===== src/rtl/display_scanner.sv =====
// Multiplexed 4-digit 7-segment scanner with per-frame BCD shadow latch,
// leading-zero suppression and anti-ghost blanking at the start of each slot.
module display_scanner #(
  parameter int DIV          = 50000,
  parameter int BLANK_CYC    = 64,
  parameter bit COMMON_ANODE = 1'b1,
  parameter bit LZ_BLANK     = 1'b1
) (
  input  logic        clk,
  input  logic        rst,
  input  logic [15:0] data_in,
  output logic        next_data,
  output logic [6:0]  seg,
  output logic [3:0]  an,
  output logic [1:0]  frame_sel
);

  localparam int PW = (DIV > 2) ? $clog2(DIV) : 1;

  localparam logic [PW-1:0] P_LAST = PW'(DIV - 1);
  localparam logic [PW-1:0] P_PRE  = PW'(DIV - 2);
  localparam logic [PW-1:0] P_BLK  = PW'(BLANK_CYC);

  localparam logic [3:0] AN_OFF  = COMMON_ANODE ? 4'hF : 4'h0;
  localparam logic [6:0] SEG_OFF = COMMON_ANODE ? 7'h7F : 7'h00;

  logic [PW-1:0] r_presc;
  logic [1:0]    r_frame_sel;
  logic [15:0]   r_shadow;
  logic [3:0]    r_an;
  logic [6:0]    r_seg;

  logic          w_last;
  logic          w_boundary;
  logic [3:0]    w_nib;
  logic [3:0]    w_zero_up;
  logic          w_dark;
  logic [3:0]    w_an;
  logic [6:0]    w_seg;
  logic [6:0]    w_glyph;

  // segment order {g,f,e,d,c,b,a}, active-high
  function automatic logic [6:0] f_decode(input logic [3:0] nib);
    logic [6:0] s;
    s = 7'b1000000;
    case (nib)
      4'd0: s = 7'b0111111;
      4'd1: s = 7'b0000110;
      4'd2: s = 7'b1011011;
      4'd3: s = 7'b1001111;
      4'd4: s = 7'b1100110;
      4'd5: s = 7'b1101101;
      4'd6: s = 7'b1111101;
      4'd7: s = 7'b0000111;
      4'd8: s = 7'b1111111;
      4'd9: s = 7'b1101111;
      default: s = 7'b1000000;
    endcase
    return s;
  endfunction

  always_comb begin
    w_last     = (r_presc == P_LAST);
    w_boundary = w_last && (r_frame_sel == 2'd3);
    w_nib      = 4'(r_shadow >> {r_frame_sel, 2'b00});
    w_glyph    = f_decode(w_nib);
  end

  // w_zero_up[k]: nibble k and every nibble above it are zero
  always_comb begin
    w_zero_up    = 4'b0000;
    w_zero_up[3] = (r_shadow[15:12] == 4'd0);
    w_zero_up[2] = w_zero_up[3] && (r_shadow[11:8] == 4'd0);
    w_zero_up[1] = w_zero_up[2] && (r_shadow[7:4] == 4'd0);
    w_zero_up[0] = 1'b0;
    w_dark       = LZ_BLANK && w_zero_up[r_frame_sel];
  end

  always_comb begin
    w_an  = 4'b0000;
    w_seg = 7'b0000000;
    if (!(r_presc < P_BLK) && !w_dark) begin
      w_an  = 4'b0001 << r_frame_sel;
      w_seg = w_glyph;
    end
  end

  always_ff @(posedge clk) begin
    if (!rst) begin
      r_presc     <= '0;
      r_frame_sel <= 2'd0;
      r_shadow    <= 16'h0000;
      r_an        <= AN_OFF;
      r_seg       <= SEG_OFF;
    end else begin
      r_presc <= w_last ? '0 : r_presc + PW'(1);
      if (w_last)
        r_frame_sel <= r_frame_sel + 2'd1;
      if (w_boundary)
        r_shadow <= data_in;
      r_an  <= w_an ^ AN_OFF;
      r_seg <= w_seg ^ SEG_OFF;
    end
  end

  assign next_data = (r_presc == P_PRE) && (r_frame_sel == 2'd3);
  assign seg       = r_seg;
  assign an        = r_an;
  assign frame_sel = r_frame_sel;

endmodule


===== config.mk =====
export PLATFORM = sky130hd
export DESIGN_NAME = display_scanner
export DESIGN_NICKNAME = d
export VERILOG_FILES = /design/src/rtl/display_scanner.sv
export SDC_FILE = /design/constraint.sdc
export NUM_CORES = 1
export LEC_CHECK = 0
export BUFFER_PORTS_ARGS = -buffer_cell sky130_fd_sc_hd__buf_2
export CORE_MARGIN = 2
export CORE_UTILIZATION = 35
export DETAILED_ROUTE_END_ITERATION = 7
export PLACE_DENSITY = 0.54
export RECOVER_POWER = 100
export SETUP_SLACK_MARGIN = 0.05
export SLEW_MARGIN = 20
export SYNTH_ARGS = -nofsm -noshare
export SYNTH_HDL_FRONTEND = slang
export SYNTH_SLANG_ARGS = --single-unit
export TNS_END_PERCENT = 1

===== constraint.sdc =====
create_clock -name clk -period 6.2 [get_ports clk]
set_clock_uncertainty 0.05 [all_clocks]
set_input_delay 1.24 -clock clk [delete_from_list [all_inputs] [get_ports clk]]
set_output_delay 1.24 -clock clk [all_outputs]
set_load 0.05 [all_outputs]

# == Yosys cells after proc, flatten, opt, wreduce, memory -nomap -nowiden ==
# Memory sizes are Yosys's and may differ from the RTL's.
# Cells that the tools add are included.
# classes
n_addsub,2
magnitude_cmp,2
eq_ne,3
shift,2
muxes,4
bitwise_logic,3
reduce_logical,11
# ops
cell,count
16-bit equality test (second input constant),2
16-bit by 1-bit adder with 16-bit output (second input constant),1
16-bit by 7-bit less-than comparator with 1-bit output (second input constant),1
16-bit by 4-bit >> shifter with 4-bit output,1
4-bit logical NOT,3
7-bit 2-to-1 mux,1
7-bit inverter,1
1-bit logical AND,5
4-bit 2-to-1 mux,1
4-bit inverter,1
1-bit by 2-bit left shift with 4-bit output (first input constant),1
2-bit by 3-bit less-than comparator with 1-bit output (second input constant),1
2-bit by 1-bit adder with 2-bit output (second input constant),1
1-bit binary-select mux with 2-bit select,1
2-bit equality test (second input constant),1
1-bit logical NOT,2
2-bit OR reduction,1
1-bit 2-to-1 mux,1
1-bit inverter,1
# totals
regBits,45
mem_bits_ro,112
input_bits,18
output_inout_bits,14
word_cells,33
n_memories,1
# memory_table
memory,depth,width,rd,rd_ports_with_merged_regs,wr,line,text
(name not given),16,7,1,0,0,46,case (nib)

# == Logic depth before layout (Yosys ltp) ==
# Gate-level depths: netlist of run 1.
# depth
word_depth,9
mapped_depth,8
ltp_nobuf,7

# == Least setup slack after synthesis of run 1 ==
# No wires, ideal clock.
# synth_path
kind,register to output
start,register r_frame_sel[1] (netlist: frame_sel[1])
end,output port next_data
t_arrival_ps,2335
required_time_ps,4910
path_slack_ps,2575
stages_incl_launch_ff,6
n_path_buf,2
path_cell_list,dfxtp_1 > ha_1 > clkbuf_1 > clkbuf_1 > nand4_1 > nor2_1
# synth_between
elab_chain_len,2
# synth_rtl
item,line,text
"start, declared",28,logic [1:0] r_frame_sel;
"start signal, assigned",98,r_frame_sel <= r_frame_sel + 2'd1;
2-bit equality test,106,assign next_data = (r_presc == P_PRE) && (r_frame_sel == 2'd3);
1-bit logical AND,106,
"end, declared",12,"output logic next_data,"
# No other way between the ends.

# == Worst setup path after layout of run 1 ==
# layout_path
start,register r_presc[13]
end,output port next_data
# layout_between
elab_chain_len,2
# layout_rtl
item,line,text
"start, declared",27,logic [PW-1:0] r_presc;
"start signal, assigned",96,r_presc <= w_last ? '0 : r_presc + PW'(1);
16-bit equality test,106,
1-bit logical AND,106,
# No other way between the ends.

==> impl_metrics.py, run 1 <==
metrics = {
    "run_status": {
        "outcome": "complete, but fails checks",
        "violations": "capacitance limit, slew limit",
    },
    "critical_path": {
        "crit_path_max_fanout": 20,
        "required_ps": 4910,
        "worstPathArrival_ps": 2780,
        "cp-start-kind": "register",
        "end_kind": "output pin",
        "critPathKind": "reg2out",
    },
    "global_route": {
        "antenna_found_initial": 0,
        "grt_pass1_vias": 1646,
        "overflow": 0,
        "grt_pass1_wl_um": 8050,
        "grt_max_degree": 21,
        "grtUsageTotal_pct": 15.4,
    },
    "floorplan": {
        "start_util_pct": 36.4,
        "core_sq_um": 5960,
        "die_h_um": 82.7,
        "ioPinCount": 32,
        "rows": 28,
        "die_w_um": 82.7,
        "die_area_sq_um": 6840,
    },
    "place": {
        "place_congestion": 0.803,
        "placed_cell_area_sq_um": 2340,
        "port_buffers": 31,
        "dp_hpwl_um": 3340,
    },
    "yosys": {
        "yosysSeqAreaShare_pct": 41.6,
        "synthTopCellsByArea": "dfxtp_1, o31ai_1, ha_1",
        "netlist.area_leader.share_pct": 41.6,
        "synth_area_sq_um": 2170,
        "synth.most_common_cell": "dfxtp_1",
        "syn_nets": 268,
        "synth_edf_count": 0,
        "yosysWarningCount": 0,
        "synthArstFlopShare_pct": 0,
        "ys.flop_type": "dfxtp_1",
        "ys_ff_latch": 45,
        "syn_area_per_cell_sq_um": 9.07,
        "synthDistinctLibCells": 37,
        "yosysTopAreaCell": "dfxtp_1",
        "synth_common_cells": "dfxtp_1, a21oi_1, nand4_1",
        "syn_inst": 239,
    },
    "cells_and_area": {
        "finalNetCount": 289,
        "finish.instance_area_sq_um": 2390,
        "filler_cell_count": 652,
        "antenna_cells": 0,
        "drive_gt1_share_pct": 11.5,
        "fin_util_pct": 40.2,
        "areaGrowthSynthToFinish_pct": 10.4,
    },
    "detailed_routing": {
        "drt_iter0_drc": 85,
        "drt-vias-per-instance": 5.38,
        "drtAntennaViolNets": 0,
        "wirelength_um": 4880,
        "drc": 0,
        "wire_per_inst_um": 14.6,
        "first_pass_iters": 4,
        "vias": 1802,
    },
    "timing": {
        "hold_viol_final": 0,
        "setup-tns-final_ps": 0,
        "min_period_ps": 4070,
        "slew_viol_final": 16,
        "setup_viol": 0,
        "grt_setup_unrepaired": "false",
        "finalCritPeriodShare_pct": 65.6,
        "fmax_mhz": 246,
        "slew_headroom_pct": -11.5,
        "worst_pin_slew_ps": 1660,
    },
    "clock_tree": {
        "cts_resized": 0,
        "ctsHoldBuffers": 0,
        "numCtsBuffers": 5,
        "postCtsSetupBuffers": 0,
        "clk_latency_ps": 300,
        "cts_htree_levels": 2,
        "clk_path_buf_depth": 2,
        "clkSlewWorstSetupHoldPaths_ps": 90,
        "tritoncts": "done",
        "root_buffer": "clkbuf_8",
        "cts_sinks": 45,
    },
    "power_and_ir_drop": {
        "ir_worst_vdd_uv": 75.6,
        "leakagePower_nw": 0.800,
        "p_per_area_nw_per_um2": 202,
    },
    "run": {
        "drv_cap": 1,
    },
    "min_path": {
        "hp-class": "reg2reg",
    },
}
==> critical path, stage by stage, from the launching register on <==
cell and delay (ps):
dfxtp_1 340, or4_1 590, or4_1 880, nor2_1 190
clkbuf_1 480
==> cell families after synthesis <==
| family | Yosys count | share of synthesized area [%] |
|---|---|---|
| AOI/OAI and AO/OA | 59 | 16.3 |
| xor gates and xnor gates | 10 | 4.04 |
| adders and majority gates | 11 | 6.35 |
| buffers and inverters | 29 | 6.06 |
| DFF | 45 | 41.6 |
| muxes | 5 | 4.62 |
| and+or+nand+nor | 80 | 21.1 |
==> area by class of cell <==
| class | count | area (sq um) | area share, % |
|---|---|---|---|
| clock buffer | 6 | 72.6 | 3.03 |
| clock inverter | 1 | 8.76 | 0.366 |
| inverter | 10 | 37.5 | 1.57 |
| multi-input combinational | 165 | 1130 | 47.1 |
| sequential | 45 | 901 | 37.7 |
| tap | 75 | 93.8 | 3.92 |
| timing repair buffer | 33 | 151 | 6.33 |
==> stage by stage <==
stage	hold slack (ps)	cells	total power, W	worst slack [ps]
final	414	335	0.000484	2130
after global routing	459	335	0.000502	2020
after CTS	418	335	0.000490	2630
after detailed placement	397	328	0.000313	2960
after global placement	389	328	0.000313	2950
after floorplan	375	239	0.000305	2570
==> flip-flops by register name, indices dropped and copies added, names as in the netlist <==
name	count
an	4
frame_sel	2
r_presc	16
r_shadow	16
seg	7
==> worst paths after layout <==
check                                   to  cells past startpoint  slack, ps        start
worst max-delay path             next_data                      4       2130  r_presc[13]
worst min-delay path            r_presc[0]                      1        410   r_presc[0]
worst max register to register  r_presc[4]                      4       2660  r_presc[13]
worst min register to register  r_presc[0]                      1        410   r_presc[0]
==> routing by layer <==
layer,track usage [%],part of all wire (%),up-vias
li1,-,-,917
met1,22.2,52,841
met2,22.7,43,39
met3,3.37,4.1,5
met4,4.75,1.1,0
met5,0,0,-
==> cell usage in the layout, fill, tap and decap left out, types with 2 or more instances in the layout <==
master	count
nor2_1	16
or3_1	3
clkbuf_1	16
o31ai_1	19
xor2_1	8
o21ai_0	11
xnor2_1	2
buf_2	16
buf_4	2
or4_1	6
nand2_1	10
and3_1	2
inv_1	9
dfxtp_1	45
and4_1	2
ha_1	11
o22ai_1	2
a21oi_1	24
nand3b_1	2
nand4_1	20
nand4b_1	2
nand3_1	11
mux4_2	4
clkbuf_8	5
==> power by group <==
part           switching [W]  internal (W)  leakage (nW)
sequential        0.00000166      0.000290         0.363
clock               0.000100     0.0000782        0.0412
combinational     0.00000776    0.00000578         0.395
(Power assumes the default switching activity.)
==> run 2, diff against run 1 <==
==> constraint.sdc (replaced) <==
create_clock -name clk -period 4.1 [get_ports clk]
set_clock_uncertainty 0.05 [all_clocks]
set_input_delay 0.82 -clock clk [delete_from_list [all_inputs] [get_ports clk]]
set_output_delay 0.82 -clock clk [all_outputs]
set_load 0.05 [all_outputs]
==> run 2 against run 1 <==
The flow now finishes without violations. Count of clock-buffer cells in the layout shrank 1. Non-clock buffer count grew 1. Register-to-register slack lost 1500 ps. Critical path depth is the same. Clock power grew 93%.
==> impl_metrics.py, run 2 (synthesized netlist as in run 1, its figures left out) <==
metrics = {
    "clock_tree": {
        "postCtsSetupBuffers": 0,
        "root_buffer": "clkbuf_8",
        "clk_path_buf_depth": 2,
        "tritoncts": "done",
        "cts_htree_levels": 2,
        "numCtsBuffers": 5,
        "ctsHoldBuffers": 0,
        "clkSlewWorstSetupHoldPaths_ps": 90,
        "clk_latency_ps": 300,
        "cts_sinks": 45,
        "cts_resized": 0,
    },
    "timing": {
        "grt_setup_unrepaired": "false",
        "min_period_ps": 3430,
        "hold_viol_final": 0,
        "worst_pin_slew_ps": 887,
        "fmax_mhz": 291,
        "slew_headroom_pct": 40.6,
        "finalCritPeriodShare_pct": 83.7,
        "slew_viol_final": 0,
        "fin_hold_ws_ps": 414,
        "setup_viol": 0,
        "setup-tns-final_ps": 0,
    },
    "min_path": {
        "min_to": "r_presc[0]",
        "hold_start": "r_presc[0]",
        "whs_path_depth": 1,
        "hp-class": "reg2reg",
    },
    "power_and_ir_drop": {
        "ir_worst_vdd_uv": 208,
        "share_seq_of_total_power_pct": 54.8,
        "p_per_area_nw_per_um2": 332,
        "power_frac_comb_pct": 2.6,
        "p_int_w": 0.000631,
        "leakagePower_nw": 0.823,
        "swShare_pct": 21.7,
        "power_frac_clock_pct": 42.6,
        "p_sw_w": 0.000175,
    },
    "detailed_routing": {
        "wirelength_um": 4870,
        "drt_iter0_drc": 108,
        "drc": 0,
        "wl_met1_um": 2520,
        "drt-vias-per-instance": 5.30,
        "drtAntennaViolNets": 0,
        "dr_wl_met3_um": 175,
        "wire_per_inst_um": 14.4,
        "vias": 1786,
        "highest_layer": "met4",
        "met2_length_um": 2130,
        "first_pass_iters": 4,
    },
    "floorplan": {
        "die_area_sq_um": 6840,
        "ioPinCount": 32,
        "rows": 28,
        "start_util_pct": 36.4,
        "core_sq_um": 5960,
        "die_w_um": 82.7,
        "die_h_um": 82.7,
    },
    "global_route": {
        "grt_max_degree": 21,
        "grt_pass1_wl_um": 8430,
        "overflow": 0,
        "grtUsageTotal_pct": 16.2,
        "grt_pass1_vias": 1651,
        "antenna_found_initial": 0,
    },
    "run_status": {
        "outcome": "finished clean",
    },
    "cells_and_area": {
        "fin_util_pct": 40.8,
        "final_cells": 337,
        "drive_gt1_share_pct": 12.6,
        "final_common_cell": "dfxtp_1",
        "finish.instance_area_sq_um": 2430,
        "finalNetCount": 290,
        "areaGrowthSynthToFinish_pct": 12.1,
        "final_cell_mix": "dfxtp_1, a21oi_1, nand4_1",
        "antenna_cells": 0,
    },
    "critical_path": {
        "critPathKind": "reg2out",
        "cp-start-kind": "register",
        "reg2reg_slack_ps": 1210,
        "reg2reg_from": "r_presc[13]",
        "end_kind": "output pin",
        "crit_path_max_fanout": 20,
        "ff2ff_path_depth": 5,
        "crit_chain": "or4_1, or4_1, nor2_1, buf_2",
        "slowest_stage": "or4_1",
        "worstPathArrival_ps": 2560,
        "slowest_delay_ps": 870,
        "cp.buffers_inverters": 1,
        "critical-path-top-delay-family": "simple AND/OR/NAND/NOR gates",
        "required_ps": 3230,
        "r2r-end": "r_presc[11]",
        "cpMostUsedCell": "or4_1",
    },
    "place": {
        "dp_hpwl_um": 3340,
        "place_congestion": 0.803,
        "port_buffers": 31,
        "placed_cell_area_sq_um": 2340,
        "dp.cells": 329,
    },
    "run": {
        "drv_cap": 0,
    },
}
==> run 2: cell types whose count changed in the layout (fill, tap and decap cells not counted) <==
cell	delta
bufinv_16	+1
clkinv_4	-1
buf_2	+1
inv_6	+1
clkinv_2	+1
clkbuf_1	-1
==> run 2: how the worst max path moves through the flow <==
stage	startpoint	end	slack (ps)	depth (start not counted)
floorplan	frame_sel[1]	next_data	890	5
global placement	r_presc[13]	next_data	1270	4
detailed placement	r_presc[13]	next_data	1270	4
CTS	r_presc[13]	next_data	940	4
global route	r_presc[13]	next_data	540	4
finish	r_presc[13]	next_data	670	4
==> run 2: stage by stage <==
step	setup WS (ps)	total power [W]
floorplan	895	0.000462
global placement	1270	0.000473
detailed placement	1270	0.000474
CTS	944	0.000812
global route	542	0.000836
finish	667	0.000806
==> run 2: layout make-up <==
type | count | area [sq um]
sequential | 45 | 901
clock buffer | 5 | 68.8
multi-input combinational | 165 | 1130
tap | 75 | 93.8
inverter | 10 | 37.5
fill | 625 | 3530
timing repair buffer | 34 | 156
clock inverter | 3 | 43.8
==> run 2: power by group through the flow <==
| stage | Clock [W] | Sequential, W | Combinational [W] |
|---|---|---|---|
| global placement | 0 | 0.000452 | 0.0000216 |
| finish | 0.000344 | 0.000442 | 0.0000207 |
| global route | 0.000371 | 0.000442 | 0.0000235 |
| detailed placement | 0 | 0.000452 | 0.0000217 |
| CTS | 0.000349 | 0.000442 | 0.0000219 |
| floorplan | 0 | 0.000451 | 0.0000111 |
==> run 2: routing by layer <==
| metal | global-route usage (%) | vias to the layer above |
|---|---|---|
| met2 | 23.5 | 39 |
| met5 | 0 | - |
| met3 | 3.70 | 2 |
| met1 | 23.6 | 822 |
| met4 | 4.92 | 0 |
| li1 | - | 923 |
==> run 3, diff against run 2 <==
--- a/config.mk
+++ b/config.mk
@@ -9,7 +9,7 @@
 export CORE_MARGIN = 2
 export CORE_UTILIZATION = 35
 export DETAILED_ROUTE_END_ITERATION = 7
-export PLACE_DENSITY = 0.54
+export PLACE_DENSITY = 0.56
 export RECOVER_POWER = 100
 export SETUP_SLACK_MARGIN = 0.05
 export SLEW_MARGIN = 20
==> constraint.sdc (replaced) <==
create_clock -name clk -period 3 [get_ports clk]
set_clock_uncertainty 0.05 [all_clocks]
set_input_delay 0.6 -clock clk [delete_from_list [all_inputs] [get_ports clk]]
set_output_delay 0.6 -clock clk [all_outputs]
set_load 0.05 [all_outputs]
==> run 3 against run 2 <==
Critical path depth stayed put. Critical path type unchanged. Sequential share of layout area down 0.076 points. Sequential power up 37%. Wire length grew 0.88%. Die area did not move. Setup slack got worse by 530 ps. Register-to-register slack lost 900 ps. First-iteration DRC count shrank 10%.
==> impl_metrics.py, run 3 (synthesized netlist as in run 1, its figures left out) <==
metrics = {
    "detailed_routing": {
        "drt-vias-per-instance": 5.45,
        "drtAntennaViolNets": 0,
        "wirelength_um": 4910,
        "vias": 1835,
        "drc": 0,
        "drt_iter0_drc": 97,
        "first_pass_iters": 4,
        "wire_per_inst_um": 14.6,
    },
    "clock_tree": {
        "tritoncts": "done",
        "root_buffer": "clkbuf_8",
        "numCtsBuffers": 5,
        "postCtsSetupBuffers": 0,
        "cts_resized": 0,
        "clk_latency_ps": 300,
        "clkSlewWorstSetupHoldPaths_ps": 80,
        "clk_path_buf_depth": 2,
        "cts_htree_levels": 2,
        "cts_sinks": 45,
        "ctsHoldBuffers": 0,
    },
    "power_and_ir_drop": {
        "leakagePower_nw": 0.823,
        "ir_worst_vdd_uv": 155,
        "share_seq_of_total_power_pct": 56.0,
        "p_per_area_nw_per_um2": 443,
        "power_frac_comb_pct": 2.7,
        "power_frac_clock_pct": 41.3,
        "p_int_w": 0.000855,
        "p_sw_w": 0.000222,
        "swShare_pct": 20.6,
    },
    "floorplan": {
        "start_util_pct": 36.4,
        "core_sq_um": 5960,
        "ioPinCount": 32,
        "die_area_sq_um": 6840,
        "die_w_um": 82.7,
        "rows": 28,
        "die_h_um": 82.7,
    },
    "place": {
        "placed_cell_area_sq_um": 2350,
        "place_congestion": 0.802,
        "dp.cells": 330,
        "port_buffers": 31,
        "dp_hpwl_um": 3370,
    },
    "min_path": {
        "min_to": "r_presc[0]",
        "whs_path_depth": 1,
        "hp-class": "reg2reg",
        "hold_start": "r_presc[0]",
    },
    "timing": {
        "finalCritPeriodShare_pct": 95.5,
        "hold_viol_final": 0,
        "setup_viol": 0,
        "min_period_ps": 2860,
        "slew_headroom_pct": 41.2,
        "grt_setup_unrepaired": "false",
        "setup-tns-final_ps": 0,
        "worst_pin_slew_ps": 882,
        "fmax_mhz": 349,
        "slew_viol_final": 0,
    },
    "cells_and_area": {
        "finish.instance_area_sq_um": 2430,
        "filler_cell_count": 644,
        "ff_latch_area_sq_um": 901,
        "final_cells": 337,
        "antenna_cells": 0,
        "multi_input_area_sq_um": 1130,
        "areaGrowthSynthToFinish_pct": 12.3,
        "final_common_cell": "dfxtp_1",
        "fin_util_pct": 40.9,
        "drive_gt1_share_pct": 13.4,
        "finalNetCount": 291,
        "final_cell_mix": "dfxtp_1, a21oi_1, nand4_1",
    },
    "global_route": {
        "grt_max_degree": 20,
        "antenna_found_initial": 0,
        "grt_pass1_vias": 1650,
        "overflow": 0,
        "grtUsageTotal_pct": 15.6,
        "grt_pass1_wl_um": 8030,
    },
    "critical_path": {
        "ff2ff_path_depth": 6,
        "r2r-end": "r_presc[5]",
        "worstPathArrival_ps": 2210,
        "required_ps": 2350,
        "end_kind": "output pin",
        "reg2reg_slack_ps": 310,
        "crit_path_max_fanout": 5,
        "cp-start-kind": "register",
        "reg2reg_from": "r_presc[13]",
        "critPathKind": "reg2out",
    },
    "run": {
        "drv_cap": 0,
    },
    "run_status": {
        "outcome": "finished clean",
    },
}
==> run 3: cell types whose count changed in the layout (fill, tap and decap cells not counted), sizes merged <==
cell | before | now
inv | 10 | 9
clkbuf | 20 | 21
==> run 3: how the worst max path moves through the flow <==
stage | endpoint | startpoint
detailed placement | next_data | r_presc[13]
floorplan | next_data | frame_sel[1]
global placement | next_data | r_presc[13]
finish | next_data | r_presc[13]
global route | next_data | r_presc[13]
CTS | next_data | r_presc[13]
==> run 3: power by group through the flow <==
| stage | sequential (W) | combinational (W) | clock, W |
|---|---|---|---|
| 6_report | 0.000604 | 0.0000292 | 0.000445 |
| 5_1_grt | 0.000605 | 0.0000329 | 0.000481 |
| 4_1_cts | 0.000604 | 0.0000299 | 0.000463 |
| 3_5_place_dp | 0.000618 | 0.0000297 | 0 |
| 3_3_place_gp | 0.000617 | 0.0000297 | 0 |
| 2_1_floorplan | 0.000616 | 0.0000151 | 0 |
==> run 3: layer usage <==
metal  up-vias  track usage, %  part of all wire (%)  wire length, um
met4         0            6.39                   1.8               89
met2        35            23.6                    43             2120
met5         -               0                     0                0
li1        923               -                     -                -
met3         6            3.37                   4.1              199
met1       871            21.6                    51             2510
==> run 3: final cells by class <==
| cell class | instances | area share (%) |
|---|---|---|
| clock buffer | 5 | 2.83 |
| clock inverter | 2 | 1.44 |
| multi-input combinational | 165 | 46.6 |
| tap | 75 | 3.86 |
| timing repair buffer | 35 | 6.74 |
| inverter | 10 | 1.54 |
| sequential | 45 | 37.0 |
==> run 3: metrics by stage <==
stage               power (W)  setup slack, ps  hold slack [ps]
floorplan            0.000631              221              375
global placement     0.000647              548              389
detailed placement   0.000648              532              399
CTS                   0.00110              197              421
global route          0.00112             75.3              445
finish                0.00108              136              411
==> run 3: critical path, stage by stage, from the launching register on <==
cell      delay [ps]
dfxtp_1          350
or4_1            610
or4_4            570
nor2_2           120
clkbuf_2         270
